==> src/rtl/hdmi_timing_pkg.sv <==
// CEA-861-D raster timing table and helpers shared by the timing generator.
// Horizontal/vertical sync start values are offsets from the end of the active area.
package hdmi_timing_pkg;

  typedef struct packed {
    logic [15:0] fw;
    logic [15:0] fh;
    logic [15:0] sw;
    logic [15:0] sh;
    logic [15:0] hs_start;
    logic [15:0] hs_size;
    logic [15:0] vs_start;
    logic [15:0] vs_size;
    logic        invert;
  } timing_t;

  typedef enum logic {
    ST_IDLE,
    ST_PENDING
  } req_state_e;

  localparam timing_t T_VIC1 = '{fw: 16'd800,  fh: 16'd525,  sw: 16'd640,  sh: 16'd480,
                                 hs_start: 16'd16,  hs_size: 16'd96, vs_start: 16'd10,
                                 vs_size: 16'd2,  invert: 1'b1};
  localparam timing_t T_VIC2 = '{fw: 16'd858,  fh: 16'd525,  sw: 16'd720,  sh: 16'd480,
                                 hs_start: 16'd16,  hs_size: 16'd62, vs_start: 16'd9,
                                 vs_size: 16'd6,  invert: 1'b1};
  localparam timing_t T_VIC4 = '{fw: 16'd1650, fh: 16'd750,  sw: 16'd1280, sh: 16'd720,
                                 hs_start: 16'd110, hs_size: 16'd40, vs_start: 16'd5,
                                 vs_size: 16'd5,  invert: 1'b0};
  localparam timing_t T_VIC16 = '{fw: 16'd2200, fh: 16'd1125, sw: 16'd1920, sh: 16'd1080,
                                  hs_start: 16'd88,  hs_size: 16'd44, vs_start: 16'd4,
                                  vs_size: 16'd5,  invert: 1'b0};
  localparam timing_t T_VIC17 = '{fw: 16'd864,  fh: 16'd625,  sw: 16'd720,  sh: 16'd576,
                                  hs_start: 16'd12,  hs_size: 16'd64, vs_start: 16'd5,
                                  vs_size: 16'd5,  invert: 1'b1};
  localparam timing_t T_VIC19 = '{fw: 16'd1980, fh: 16'd750,  sw: 16'd1280, sh: 16'd720,
                                  hs_start: 16'd440, hs_size: 16'd40, vs_start: 16'd5,
                                  vs_size: 16'd5,  invert: 1'b0};
  localparam timing_t T_VIC95 = '{fw: 16'd4400, fh: 16'd2250, sw: 16'd3840, sh: 16'd2160,
                                  hs_start: 16'd176, hs_size: 16'd88, vs_start: 16'd8,
                                  vs_size: 16'd10, invert: 1'b0};

  function automatic logic vic_supported(input logic [7:0] vic);
    case (vic)
      8'd1, 8'd2, 8'd3, 8'd4, 8'd16, 8'd34, 8'd17, 8'd18, 8'd19,
      8'd95, 8'd97, 8'd105, 8'd107: return 1'b1;
      default:                      return 1'b0;
    endcase
  endfunction

  // Unsupported codes map to VIC 1 so the table is total; callers gate on vic_supported.
  function automatic timing_t vic_timing(input logic [7:0] vic);
    case (vic)
      8'd2, 8'd3:                     return T_VIC2;
      8'd4:                           return T_VIC4;
      8'd16, 8'd34:                   return T_VIC16;
      8'd17, 8'd18:                   return T_VIC17;
      8'd19:                          return T_VIC19;
      8'd95, 8'd97, 8'd105, 8'd107:   return T_VIC95;
      default:                        return T_VIC1;
    endcase
  endfunction

endpackage

==> src/rtl/hdmi_vic_timing_rom.sv <==
// Combinational VIC lookup: timing parameters plus a supported flag.
module hdmi_vic_timing_rom
  import hdmi_timing_pkg::*;
(
  input  logic [7:0] i_vic,
  output timing_t    o_tim,
  output logic       o_supported
);

  always_comb begin
    o_tim       = vic_timing(i_vic);
    o_supported = vic_supported(i_vic);
  end

endmodule

==> src/rtl/hdmi_video_timing_gen.sv <==
// Runtime-programmable CEA-861 raster generator with mode switching taken at the frame wrap.
module hdmi_video_timing_gen
  import hdmi_timing_pkg::*;
#(
  parameter int BIT_WIDTH   = 13,
  parameter int BIT_HEIGHT  = 12,
  parameter int DEFAULT_VIC = 1,
  parameter int START_X     = 0,
  parameter int START_Y     = 0
) (
  input  logic                  clk_pixel,
  input  logic                  reset,
  input  logic                  mode_req,
  input  logic [7:0]            vic_sel,
  output logic [BIT_WIDTH-1:0]  cx,
  output logic [BIT_HEIGHT-1:0] cy,
  output logic                  hsync,
  output logic                  vsync,
  output logic                  de,
  output logic                  line_start,
  output logic                  frame_start,
  output logic                  mode_pending,
  output logic                  mode_err,
  output logic [7:0]            active_vic,
  output logic [BIT_WIDTH-1:0]  frame_width,
  output logic [BIT_HEIGHT-1:0] frame_height,
  output logic [BIT_WIDTH-1:0]  screen_width,
  output logic [BIT_HEIGHT-1:0] screen_height
);

  localparam int CW = ((BIT_WIDTH > BIT_HEIGHT) ? BIT_WIDTH : BIT_HEIGHT) + 1;

  typedef struct packed {
    logic hs;
    logic vs;
    logic de;
    logic ls;
    logic fs;
  } dec_t;

  function automatic dec_t f_decode(input logic [BIT_WIDTH-1:0]  x,
                                    input logic [BIT_HEIGHT-1:0] y,
                                    input timing_t               t);
    logic [CW-1:0] xx, yy, h0, h1, v0, v1;
    dec_t d;
    xx   = CW'(x);
    yy   = CW'(y);
    h0   = CW'(t.sw) + CW'(t.hs_start);
    h1   = h0 + CW'(t.hs_size);
    v0   = CW'(t.sh) + CW'(t.vs_start);
    v1   = v0 + CW'(t.vs_size);
    d.hs = t.invert ^ ((xx >= h0) && (xx < h1));
    d.vs = t.invert ^ ((yy >= v0) && (yy < v1));
    d.de = (xx < CW'(t.sw)) && (yy < CW'(t.sh));
    d.ls = (x == '0);
    d.fs = (x == '0) && (y == '0);
    return d;
  endfunction

  localparam timing_t RST_TIM = vic_timing(8'(DEFAULT_VIC));
  localparam dec_t    RST_DEC = f_decode(BIT_WIDTH'(START_X), BIT_HEIGHT'(START_Y), RST_TIM);

  req_state_e            r_state, w_state_nx;
  logic [BIT_WIDTH-1:0]  r_cx, w_nx_cx;
  logic [BIT_HEIGHT-1:0] r_cy, w_nx_cy;
  timing_t               r_tim, r_pend_tim, w_nx_tim, w_sel_tim;
  logic [7:0]            r_active_vic, r_pend_vic;
  logic                  r_err;
  dec_t                  r_dec, w_nx_dec;
  logic                  w_sel_sup, w_req_ok, w_end_x, w_end_y, w_wrap, w_load, w_switch;

  hdmi_vic_timing_rom u_rom_sel (
    .i_vic       (vic_sel),
    .o_tim       (w_sel_tim),
    .o_supported (w_sel_sup)
  );

  always_comb begin
    w_end_x  = (CW'(r_cx) + CW'(1)) == CW'(r_tim.fw);
    w_end_y  = (CW'(r_cy) + CW'(1)) == CW'(r_tim.fh);
    w_wrap   = w_end_x && w_end_y;
    w_req_ok = mode_req && w_sel_sup;
  end

  // A valid request in the wrap cycle suppresses that wrap's switch and waits a full frame.
  always_comb begin
    w_state_nx = r_state;
    w_load     = 1'b0;
    w_switch   = 1'b0;
    case (r_state)
      ST_IDLE: begin
        if (w_req_ok) begin
          w_load     = 1'b1;
          w_state_nx = ST_PENDING;
        end
      end
      ST_PENDING: begin
        if (w_req_ok) begin
          w_load = 1'b1;
        end else if (w_wrap) begin
          w_switch   = 1'b1;
          w_state_nx = ST_IDLE;
        end
      end
      default: w_state_nx = ST_IDLE;
    endcase
  end

  always_ff @(posedge clk_pixel or posedge reset) begin
    if (reset) r_state <= ST_IDLE;
    else       r_state <= w_state_nx;
  end

  // Decode is taken from the next-cycle position and timing so it lands with cx/cy, no skew.
  always_comb begin
    w_nx_tim = w_switch ? r_pend_tim : r_tim;
    w_nx_cx  = w_end_x ? '0 : r_cx + 1'b1;
    w_nx_cy  = r_cy;
    if (w_end_x) w_nx_cy = w_end_y ? '0 : r_cy + 1'b1;
    w_nx_dec = f_decode(w_nx_cx, w_nx_cy, w_nx_tim);
  end

  always_ff @(posedge clk_pixel or posedge reset) begin
    if (reset) begin
      r_cx         <= BIT_WIDTH'(START_X);
      r_cy         <= BIT_HEIGHT'(START_Y);
      r_tim        <= RST_TIM;
      r_pend_tim   <= RST_TIM;
      r_active_vic <= 8'(DEFAULT_VIC);
      r_pend_vic   <= 8'(DEFAULT_VIC);
      r_err        <= 1'b0;
      r_dec        <= RST_DEC;
    end else begin
      r_cx  <= w_nx_cx;
      r_cy  <= w_nx_cy;
      r_tim <= w_nx_tim;
      r_err <= mode_req && !w_sel_sup;
      r_dec <= w_nx_dec;
      if (w_load) begin
        r_pend_vic <= vic_sel;
        r_pend_tim <= w_sel_tim;
      end
      if (w_switch) r_active_vic <= r_pend_vic;
    end
  end

  assign cx            = r_cx;
  assign cy            = r_cy;
  assign hsync         = r_dec.hs;
  assign vsync         = r_dec.vs;
  assign de            = r_dec.de;
  assign line_start    = r_dec.ls;
  assign frame_start   = r_dec.fs;
  assign mode_pending  = (r_state == ST_PENDING);
  assign mode_err      = r_err;
  assign active_vic    = r_active_vic;
  assign frame_width   = BIT_WIDTH'(r_tim.fw);
  assign frame_height  = BIT_HEIGHT'(r_tim.fh);
  assign screen_width  = BIT_WIDTH'(r_tim.sw);
  assign screen_height = BIT_HEIGHT'(r_tim.sh);

endmodule

==> config.mk <==
export PLATFORM = sky130hd
export DESIGN_NAME = hdmi_video_timing_gen
export DESIGN_NICKNAME = d
export VERILOG_FILES = /design/src/rtl/hdmi_timing_pkg.sv /design/src/rtl/hdmi_vic_timing_rom.sv /design/src/rtl/hdmi_video_timing_gen.sv
export SDC_FILE = /design/constraint.sdc
export NUM_CORES = 1
export LEC_CHECK = 0
export CORE_ASPECT_RATIO = 0.7
export CORE_MARGIN = 1.5
export CORE_UTILIZATION = 60
export DETAILED_ROUTE_END_ITERATION = 6
export MAX_ROUTING_LAYER = met4
export PLACE_DENSITY = 0.94
export SYNTH_ARGS = -nofsm -noshare
export SYNTH_HDL_FRONTEND = slang
export SYNTH_SLANG_ARGS = --single-unit
==> constraint.sdc <==
create_clock -name clk_pixel -period 8.95 [get_ports clk_pixel]
set_clock_uncertainty 0.05 [all_clocks]
set_input_delay 0.895 -clock clk_pixel [delete_from_list [all_inputs] [get_ports clk_pixel]]
set_output_delay 0.895 -clock clk_pixel [all_outputs]
set_load 0.03 [all_outputs]
==> results of run 1 <==
==> worst min path at each step <==
| stage | startpoint | end | slack, ps |
|---|---|---|---|
| floorplan | r_pend_tim[100] | frame_height[3] | 390 |
| global placement | active_vic[0] | active_vic[0] | 390 |
| detailed placement | active_vic[0] | active_vic[0] | 400 |
| CTS | active_vic[0] | active_vic[0] | 410 |
| global route | active_vic[0] | active_vic[0] | 440 |
| finish | active_vic[0] | active_vic[0] | 410 |
==> per-layer routing <==
| layer | track usage [%] | share of wire (%) | up-vias |
|---|---|---|---|
| li1 | - | - | 4878 |
| met1 | 48.27 | 45 | 5221 |
| met2 | 44.88 | 43 | 634 |
| met3 | 7.056 | 10 | 82 |
| met4 | 9.244 | 2.1 | 0 |
| met5 | - | 0 | - |
==> critical path: cells and delay by family <==
kind	cells	cell delay [ps]
AND/OR/NAND/NOR	10	3020
buffers and inverters	3	880
adder cells (fa/ha/maj)	4	1090
XOR/XNOR	3	460
AO/OA/AOI/OAI	11	1830
==> power by group through the flow <==
stage	Sequential, W	Combinational (W)	Clock [W]
2_1_floorplan	0.000983	0.0000688	0
3_3_place_gp	0.000993	0.0000875	0
3_5_place_dp	0.000996	0.0000919	0
4_1_cts	0.000982	0.0000943	0.000802
5_1_grt	0.000987	0.000107	0.000840
6_report	0.000983	0.0000929	0.000798
==> registers in the layout (all words and copies together) (netlist names), 11 cells and up <==
signal and flops:
r_tim 60, r_pend_tim 41, cx 13, screen_width 13
cy 12, screen_height 12, frame_width 11
==> logic make-up (layout without fill, tap and decap cells) <==
kind of cell | Yosys count | after routing | share of synthesized area, %
AND/OR/NAND/NOR | 563 | 563 | 21.38
buffers and inverters | 180 | 222 | 7.286
flip-flops | 193 | 193 | 38.21
AO/OA/AOI/OAI | 261 | 261 | 13.91
adder cells (fa/ha/maj) | 131 | 131 | 13.06
other | 1 | 3 | 0.02935
XOR/XNOR | 78 | 78 | 5.729
multiplexers | 5 | 5 | 0.3918
==> cell type report <==
type / instances / area share [%]
inverters: 78 / 2.113
multi-input cells: 1040 / 49.15
repair buffers: 112 / 7.641
clock inverters: 13 / 1.188
diodes: 1 / 0.01761
flip-flops and latches: 193 / 34.35
clock buffers: 19 / 3.116
well taps: 276 / 2.430
==> metrics by stage <==
stage	worst slack, ps	power (W)	util (%)	hold WS [ps]	cell area (µm²)
after detailed placement	950.8	0.001088	65.35	399.8	13600
after global placement	1146	0.001080	65.35	393.7	13600
after CTS	1235	0.001878	68.29	414.5	14210
after floorplan	2017	0.001052	-	387.0	12780
final	1064	0.001874	68.30	410.5	14210
after global routing	495.5	0.001934	68.29	440.0	14210
==> cells in the final DEF (no fill, tap or decap), types with 47 or more instances in the layout <==
cell type,n
a21oi_1,49
xnor2_1,47
ha_1,127
dfrtp_1,151
and2_1,50
nand2_1,276
inv_1,77
clkdlybuf4s50_1,98
nor2_1,57
o21ai_0,59
==> flow_metrics.py, run 1 <==
metrics = {
    "clock_tree": {
        "clk_latency_ps": 450,
        "cts.sink_count": 193,
        "cts_tree": "yes",
        "cts_root_buf": "clkbuf_16",
        "cts_resized": 0,
        "clk_pin_slew_ps": 80,
        "h-tree-depth": 4,
        "cts_setup_buffers": 0,
        "cts_made_buffers": 17,
        "cts-hold-fix-buffers": 0,
        "clockBufferDepth": 2,
    },
    "timing": {
        "finalCritPeriodShare_pct": 88.12,
        "setup_viol": 0,
        "hold_violations": 0,
        "tns_ps": 0,
        "drv_slew": 0,
        "layout_min_cycle_time_ps": 7886,
        "fmax_mhz": 126.8,
        "relSlewSlack_pct": 32.35,
        "rsz0062_at_grt": "no",
        "tightest_slew_ps": 1006,
    },
    "critical_path": {
        "crit_required_ps": 9280,
        "r2r-end": "hsync",
        "critPathMaxFanout": 15,
        "cp-endpoint": "hsync",
        "slowest_stage": "or4_1",
        "reg2reg_from": "cy[0]",
        "arrival_ps": 8220,
        "cpMostUsedCell": "o21ai_0",
        "critPathLaunch": "vic_sel[2]",
        "startpoint_type": "input pin",
        "rrSetupSlack_ps": 1190,
        "critPathMaxStageDelay_ps": 680,
        "rr_worst_depth": 30,
        "worstSetupPathType": "input pin to register",
        "endpoint_kind": "register",
    },
    "route": {
        "vias": 10820,
        "ant_nets": 0,
        "routed_wirelength_mm": 34.12,
        "wire_per_inst_um": 19.70,
        "dr.pass1.iters": 5,
        "drc_errors": 0,
        "drt_iter0_drc": 1169,
        "vias_per_cell": 6.244,
    },
    "run": {
        "maxCapViolCount": 0,
    },
    "pwr": {
        "vdd.ir_drop.worst_v": 0.0001432,
        "intPower_w": 0.001412,
        "p_sw_w": 0.0004616,
        "power.share.switching_pct": 24.63,
        "p_seq_share_pct": 52.5,
        "clkPwrFrac_pct": 42.6,
        "powerDensity_nw_per_um2": 131.8,
        "leakage_nw": 7.049,
        "power_frac_comb_pct": 5.0,
    },
    "yosys": {
        "syn-instance-count": 1412,
        "ys.flop_type": "dfrtp_1",
        "synth_edf_count": 0,
        "synth_area_um2": 12780,
        "yosys-top-cells-area": "dfrtp_1 (30%), ha_1 (12%), dfstp_2 (8.6%)",
        "ys_seq_area_share_pct": 38.21,
        "yosys.area.top_type_share_pct": 29.58,
        "synth.distinct_cells": 81,
        "synthTopCellsByCount": "nand2_1 (276), dfrtp_1 (151), ha_1 (127), inv_1 (78), o21ai_0 (59)",
        "yosys.area.top_type": "dfrtp_1",
        "synthArstFlopShare_pct": 100.0,
        "syn_avg_cell_area_um2": 9.048,
        "synth.most_common_cell": "nand2_1",
        "ys_ff_latch": 193,
        "synth_warnings": 0,
    },
    "grt": {
        "overflow": 0,
        "antenna_found_initial": 0,
        "grt_max_degree": 131,
        "grtUsageTotal_pct": 32.64,
        "grt_pass1_wl_mm": 54.26,
        "grt_pass1_vias": 10090,
    },
    "min_path": {
        "hold_path_depth": 2,
        "hold_path.class": "register to register",
    },
    "cells_and_area": {
        "layout-drive-gt1-share_pct": 8.522,
        "syn2layout_area_growth_pct": 11.25,
        "multi_input_area_um2": 6985,
        "num-nets-final": 1584,
        "seq_area_um2": 4882,
        "nFillCells": 1525,
        "final_cells": 1732,
    },
    "floorplanning": {
        "io_pins": 101,
        "die_h_um": 125.1,
        "core.rowCount": 44,
        "fp.dieW_um": 177.4,
        "initial_core_util_pct": 61.39,
        "dieArea_um2": 22190,
        "core_um2": 20810,
    },
    "placed_design": {
        "gp_congestion": 0.9891,
        "io_buffers": 98,
        "dpl.hpwl_mm": 25.04,
        "dp_cells": 1699,
    },
    "run_status": {
        "status": "finished, final reports clean",
    },
}
(Power assumes the default switching activity.)
==> inputs of run 2 (changes only) <==
--- a/config.mk
+++ b/config.mk
@@ -9,7 +9,6 @@
 export CORE_MARGIN = 1.5
 export CORE_UTILIZATION = 60
 export DETAILED_ROUTE_END_ITERATION = 6
-export MAX_ROUTING_LAYER = met4
 export PLACE_DENSITY = 0.94
 export SYNTH_ARGS = -nofsm -noshare
 export SYNTH_HDL_FRONTEND = slang
==> flow_metrics.py, run 2 (synthesis results as in run 1) <==
metrics = {
    "route": {
        "drc_errors": 0,
        "drt_iter0_drc": 1541,
        "wire_per_inst_um": 19.98,
        "vias": 10770,
        "routed_wirelength_mm": 34.56,
        "dr.pass1.iters": 6,
        "ant_nets": 0,
        "vias_per_cell": 6.226,
    },
    "grt": {
        "overflow": 0,
        "grt_pass1_wl_mm": 54.89,
        "grtUsageTotal_pct": 31.91,
        "grt_max_degree": 136,
        "antenna_found_initial": 0,
        "grt_pass1_vias": 10190,
    },
    "clock_tree": {
        "cts_tree": "yes",
        "h-tree-depth": 4,
        "cts.sink_count": 193,
        "clk_latency_ps": 450,
        "cts_root_buf": "clkbuf_16",
        "cts_setup_buffers": 0,
        "cts-hold-fix-buffers": 0,
        "cts_resized": 0,
        "clk_pin_slew_ps": 70,
        "clockBufferDepth": 2,
        "cts_made_buffers": 17,
    },
    "timing": {
        "finalCritPeriodShare_pct": 87.62,
        "relSlewSlack_pct": 29.68,
        "drv_slew": 0,
        "setup_viol": 0,
        "tns_ps": 0,
        "hold_violations": 0,
        "fmax_mhz": 127.5,
        "layout_min_cycle_time_ps": 7842,
        "layout_setup_ws_ps": 1108,
        "tightest_slew_ps": 1046,
        "rsz0062_at_grt": "no",
    },
    "placed_design": {
        "dp_cells": 1698,
        "gp_congestion": 0.9414,
        "io_buffers": 98,
        "place_ws_ps": 958.5,
        "dpl.hpwl_mm": 25.16,
    },
    "critical_path": {
        "critPathMaxFanout": 51,
        "worstSetupPathType": "input pin to register",
        "r2r-end": "hsync",
        "cpMostUsedCell": "nand2_1",
        "slowest_stage": "clkdlybuf4s50_1",
        "critPathMaxStageDelay_ps": 730,
        "arrival_ps": 8170,
        "reg2reg_from": "cx[0]",
        "rrSetupSlack_ps": 1130,
        "endpoint_kind": "register",
        "critPathLaunch": "vic_sel[1]",
        "startpoint_type": "input pin",
        "rr_worst_depth": 31,
        "crit_required_ps": 9280,
    },
    "cells_and_area": {
        "num-nets-final": 1583,
        "n_antenna_cell": 0,
        "largest_register_ffs": 60,
        "layout_commonest_cell": "nand2_1",
        "final_util_pct": 68.65,
        "layout-drive-gt1-share_pct": 8.459,
        "final_cells": 1730,
        "syn2layout_area_growth_pct": 11.82,
        "reg.largest.list": "r_tim (60), r_pend_tim (41)",
        "mostFrequentLayoutCells": "nand2_1 (276), dfrtp_1 (151), ha_1 (127), clkdlybuf4s50_1 (98), inv_1 (77)",
        "regMostFlops": "r_tim",
    },
    "floorplanning": {
        "core.rowCount": 44,
        "dieArea_um2": 22190,
        "die_h_um": 125.1,
        "io_pins": 101,
        "fp.dieW_um": 177.4,
        "initial_core_util_pct": 61.39,
        "core_um2": 20810,
    },
    "run_status": {
        "status": "finished, final reports clean",
    },
    "min_path": {
        "hold_path.class": "register to register",
        "hold_path_depth": 2,
        "min_to": "r_pend_tim[73]",
        "min_from": "r_pend_tim[73]",
    },
    "pwr": {
        "power.total_w": 0.001959,
        "powerDensity_nw_per_um2": 137.1,
        "vdd.ir_drop.worst_v": 0.0001081,
        "leakage_nw": 7.085,
    },
    "run": {
        "maxCapViolCount": 0,
    },
}
[run 2: cell types whose count changed in the layout (fill, tap and decap cells not counted), sizes merged]
cell    change
bufinv      +3
inv         +1
diode       -1
buf         -1
clkinv      -4
[run 2: power breakdown]
group           total, W  leakage [nW]  switching [W]  internal, W
sequential      0.000983          2.48      0.0000364     0.000946
clock           0.000884         0.330       0.000367     0.000517
combinational  0.0000921          4.28      0.0000559    0.0000361
[run 2: how the worst max path moves through the flow]
stage          endpoint  slack [ps]  depth (start not counted)
2_1_floorplan     hsync        2020                         32
3_3_place_gp      vsync        1300                         32
3_5_place_dp      vsync         960                         35
4_1_cts           vsync        1300                         35
5_1_grt           hsync         620                         32
6_report          vsync        1110                         35
[run 2: final cells by class]
class | instances | area (µm²)
clock inverter | 13 | 239.0
clock buffer | 19 | 442.9
sequential | 193 | 4882
multi-input combinational | 1040 | 6985
inverter | 78 | 300.3
fill | 1506 | 6524
timing repair buffer | 111 | 1091
tap | 276 | 345.3
[run 2: critical path: cells and delay by family]
kind	cells	cell delay [ps]
buffers and inverters	4	1630
adder cells (fa/ha/maj)	4	1240
AO/OA/AOI/OAI	11	1930
AND/OR/NAND/NOR	13	1810
XOR/XNOR	3	630
[run 2: layer usage]
layer  GRT usage, %  wire length, µm  up-vias
met4          8.749              758        0
met3          9.033             3824       81
met1          46.29            15130     5202
met5              0                0        -
li1               -                -     4866
met2          46.74            14850      622
[run 2: metrics by stage]
stage,hold slack (ps),area (µm²)
final,415.3,14290
after global routing,436.2,14290
after CTS,415.4,14290
after detailed placement,402.4,13600
after global placement,394.5,13600
after floorplan,387.0,12780
==> inputs of run 3 (changes only) <==
--- a/config.mk
+++ b/config.mk
@@ -7,9 +7,9 @@
 export LEC_CHECK = 0
 export CORE_ASPECT_RATIO = 0.7
 export CORE_MARGIN = 1.5
-export CORE_UTILIZATION = 60
+export CORE_UTILIZATION = 54
 export DETAILED_ROUTE_END_ITERATION = 6
-export PLACE_DENSITY = 0.94
+export PLACE_DENSITY = 0.9
 export SYNTH_ARGS = -nofsm -noshare
 export SYNTH_HDL_FRONTEND = slang
 export SYNTH_SLANG_ARGS = --single-unit
==> constraint.sdc (replaced) <==
create_clock -name clk_pixel -period 6.6 [get_ports clk_pixel]
set_clock_uncertainty 0.05 [all_clocks]
set_input_delay 0.66 -clock clk_pixel [delete_from_list [all_inputs] [get_ports clk_pixel]]
set_output_delay 0.66 -clock clk_pixel [all_outputs]
set_load 0.03 [all_outputs]
==> flow_metrics.py, run 3 (synthesis results as in run 1) <==
metrics = {
    "clock_tree": {
        "cts_made_buffers": 17,
        "h-tree-depth": 4,
        "cts_tree": "yes",
        "cts.sink_count": 193,
        "clockBufferDepth": 2,
        "clk_latency_ps": 460,
        "cts_root_buf": "clkbuf_16",
        "clk_pin_slew_ps": 70,
    },
    "cells_and_area": {
        "syn2layout_area_growth_pct": 25.39,
        "layout-drive-gt1-share_pct": 22.96,
        "nFillCells": 1525,
        "layout_commonest_cell": "nand2_1",
        "mostFrequentLayoutCells": "nand2_1 (273), buf_4 (174), dfrtp_1 (143), ha_1 (115), clkdlybuf4s50_1 (98)",
        "largest_register_ffs": 60,
        "reg.largest.list": "r_tim (60), r_pend_tim (41)",
        "regMostFlops": "r_tim",
        "num-nets-final": 1749,
        "n_antenna_cell": 0,
    },
    "floorplanning": {
        "core.rowCount": 46,
        "io_pins": 101,
        "dieArea_um2": 24610,
        "core_um2": 22910,
        "die_h_um": 131.7,
        "initial_core_util_pct": 55.77,
        "fp.dieW_um": 186.8,
    },
    "run_status": {
        "violations": "DRC, setup timing",
        "status": "complete, but fails checks",
    },
    "timing": {
        "layout_min_cycle_time_ps": 6838,
        "relSlewSlack_pct": 27.85,
        "rsz0062_at_grt": "yes",
        "tns_ps": -238.1,
        "whs_ps": 415.8,
        "finalCritPeriodShare_pct": 103.6,
        "layout_setup_ws_ps": -238.1,
        "hold_violations": 0,
        "fmax_mhz": 146.2,
        "tightest_slew_ps": 1073,
        "setup_viol": 1,
        "drv_slew": 0,
    },
    "pwr": {
        "leakage_nw": 7.931,
        "power.total_w": 0.002567,
        "vdd.ir_drop.worst_v": 0.0001938,
        "powerDensity_nw_per_um2": 160.2,
    },
    "critical_path": {
        "cpMostUsedCell": "buf_4",
        "rr_worst_depth": 30,
        "slowest_stage": "dfrtp_1",
        "critPathMaxStageDelay_ps": 490,
        "endpoint_kind": "register",
        "worstSetupPathType": "register to register",
        "critPathMaxFanout": 18,
        "startpoint_type": "register",
        "arrival_ps": 7160,
        "crit_required_ps": 6920,
    },
    "placed_design": {
        "io_buffers": 98,
        "gp_congestion": 0.9598,
        "dpl.hpwl_mm": 27.86,
    },
    "route": {
        "dr.pass1.iters": 7,
        "drc_errors": 9,
        "routed_wirelength_mm": 42.99,
        "vias_per_cell": 6.299,
        "vias": 12170,
        "drt_iter0_drc": 1591,
        "wire_per_inst_um": 22.25,
        "ant_nets": 0,
    },
    "grt": {
        "overflow": 0,
        "grt_pass1_vias": 11150,
        "antenna_found_initial": 0,
        "grtUsageTotal_pct": 31.28,
        "grt_max_degree": 137,
        "grt_pass1_wl_mm": 60.58,
    },
    "min_path": {
        "hold_path_depth": 2,
        "hold_path.class": "register to register",
    },
    "run": {
        "maxCapViolCount": 0,
    },
}
-- run 3: cell types whose count changed in the layout (fill, tap and decap cells not counted), moves of 6 or more --
| cell | previous run | this run |
|---|---|---|
| buf_4 | 12 | 174 |
| o21ai_1 | 9 | 15 |
| dfrtp_1 | 151 | 143 |
| o21ai_0 | 59 | 44 |
| dfrtp_2 | 0 | 8 |
| xnor2_1 | 47 | 40 |
| ha_4 | 0 | 11 |
| o21ai_2 | 0 | 9 |
| a21oi_2 | 1 | 13 |
| a21oi_1 | 49 | 36 |
| xnor2_2 | 1 | 8 |
| ha_1 | 127 | 115 |
-- run 3: power breakdown --
part           leakage, nW  total [W]  internal [W]  switching (W)
clock                0.281    0.00108      0.000576       0.000502
combinational         5.18   0.000143     0.0000543      0.0000885
sequential            2.47    0.00135       0.00128      0.0000620
-- run 3: repair_timing --
action / CTS / global route
resized for setup: 20 / 94
endpoints found under the hold margin: 0 / 0
setup buffers: 6 / 23
endpoints found under the setup margin: 2 / 2
hold buffers: 0 / 0
pin swaps: 4 / 53
-- run 3: path summary, 6_finish.rpt --
kind                               startpoint             to  slack, ps
worst max-delay path                    cx[8]          vsync       -240
worst min-delay path            active_vic[0]  active_vic[0]        420
worst max register to register          cx[8]          vsync       -240
worst min register to register  active_vic[0]  active_vic[0]        420
max in group asynchronous               reset      r_tim[11]       4380
min in group asynchronous               reset  r_pend_vic[1]        760
-- run 3: critical path, delay by kind of cell, from the launching register on --
family	cells	cell delay, ps
simple gates	9	1880
buf+inv	5	960
compound gates	10	1900
flops	1	490
xor+xnor	3	560
fa+ha+maj	3	900
-- run 3: cell type report --
cell class	instances	area (µm²)	share of cell area, %
Clock inverter	13	153.9	0.9606
Inverter	78	300.3	1.874
Sequential cell	193	4892	30.54
Multi-Input combinational cell	1040	7488	46.74
Tap cell	312	390.4	2.437
Timing Repair Buffer	277	2352	14.68
Clock buffer	19	442.9	2.765
-- run 3: layer usage --
| layer | share of wire (%) | global-route usage (%) | vias to the layer above | wire length [µm] |
|---|---|---|---|---|
| met5 | 0 | 0 | - | 0 |
| met4 | 5.3 | 12.32 | 0 | 2261 |
| met3 | 13 | 7.933 | 234 | 5473 |
| met2 | 43 | 46.00 | 933 | 18370 |
| met1 | 39 | 44.11 | 5804 | 16890 |
| li1 | - | - | 5198 | - |
-- run 3: through the flow --
step	std cells	utilization [%]	setup slack, ps	instance area [µm²]
2_1_floorplan	1413	-	0.1314	12820
3_3_place_gp	1871	64.20	-198.3	14710
3_5_place_dp	1871	64.20	-612.5	14710
4_1_cts	1909	67.19	9.522	15390
5_1_grt	1932	69.94	-411.5	16020
6_report	1932	69.94	-238.1	16020
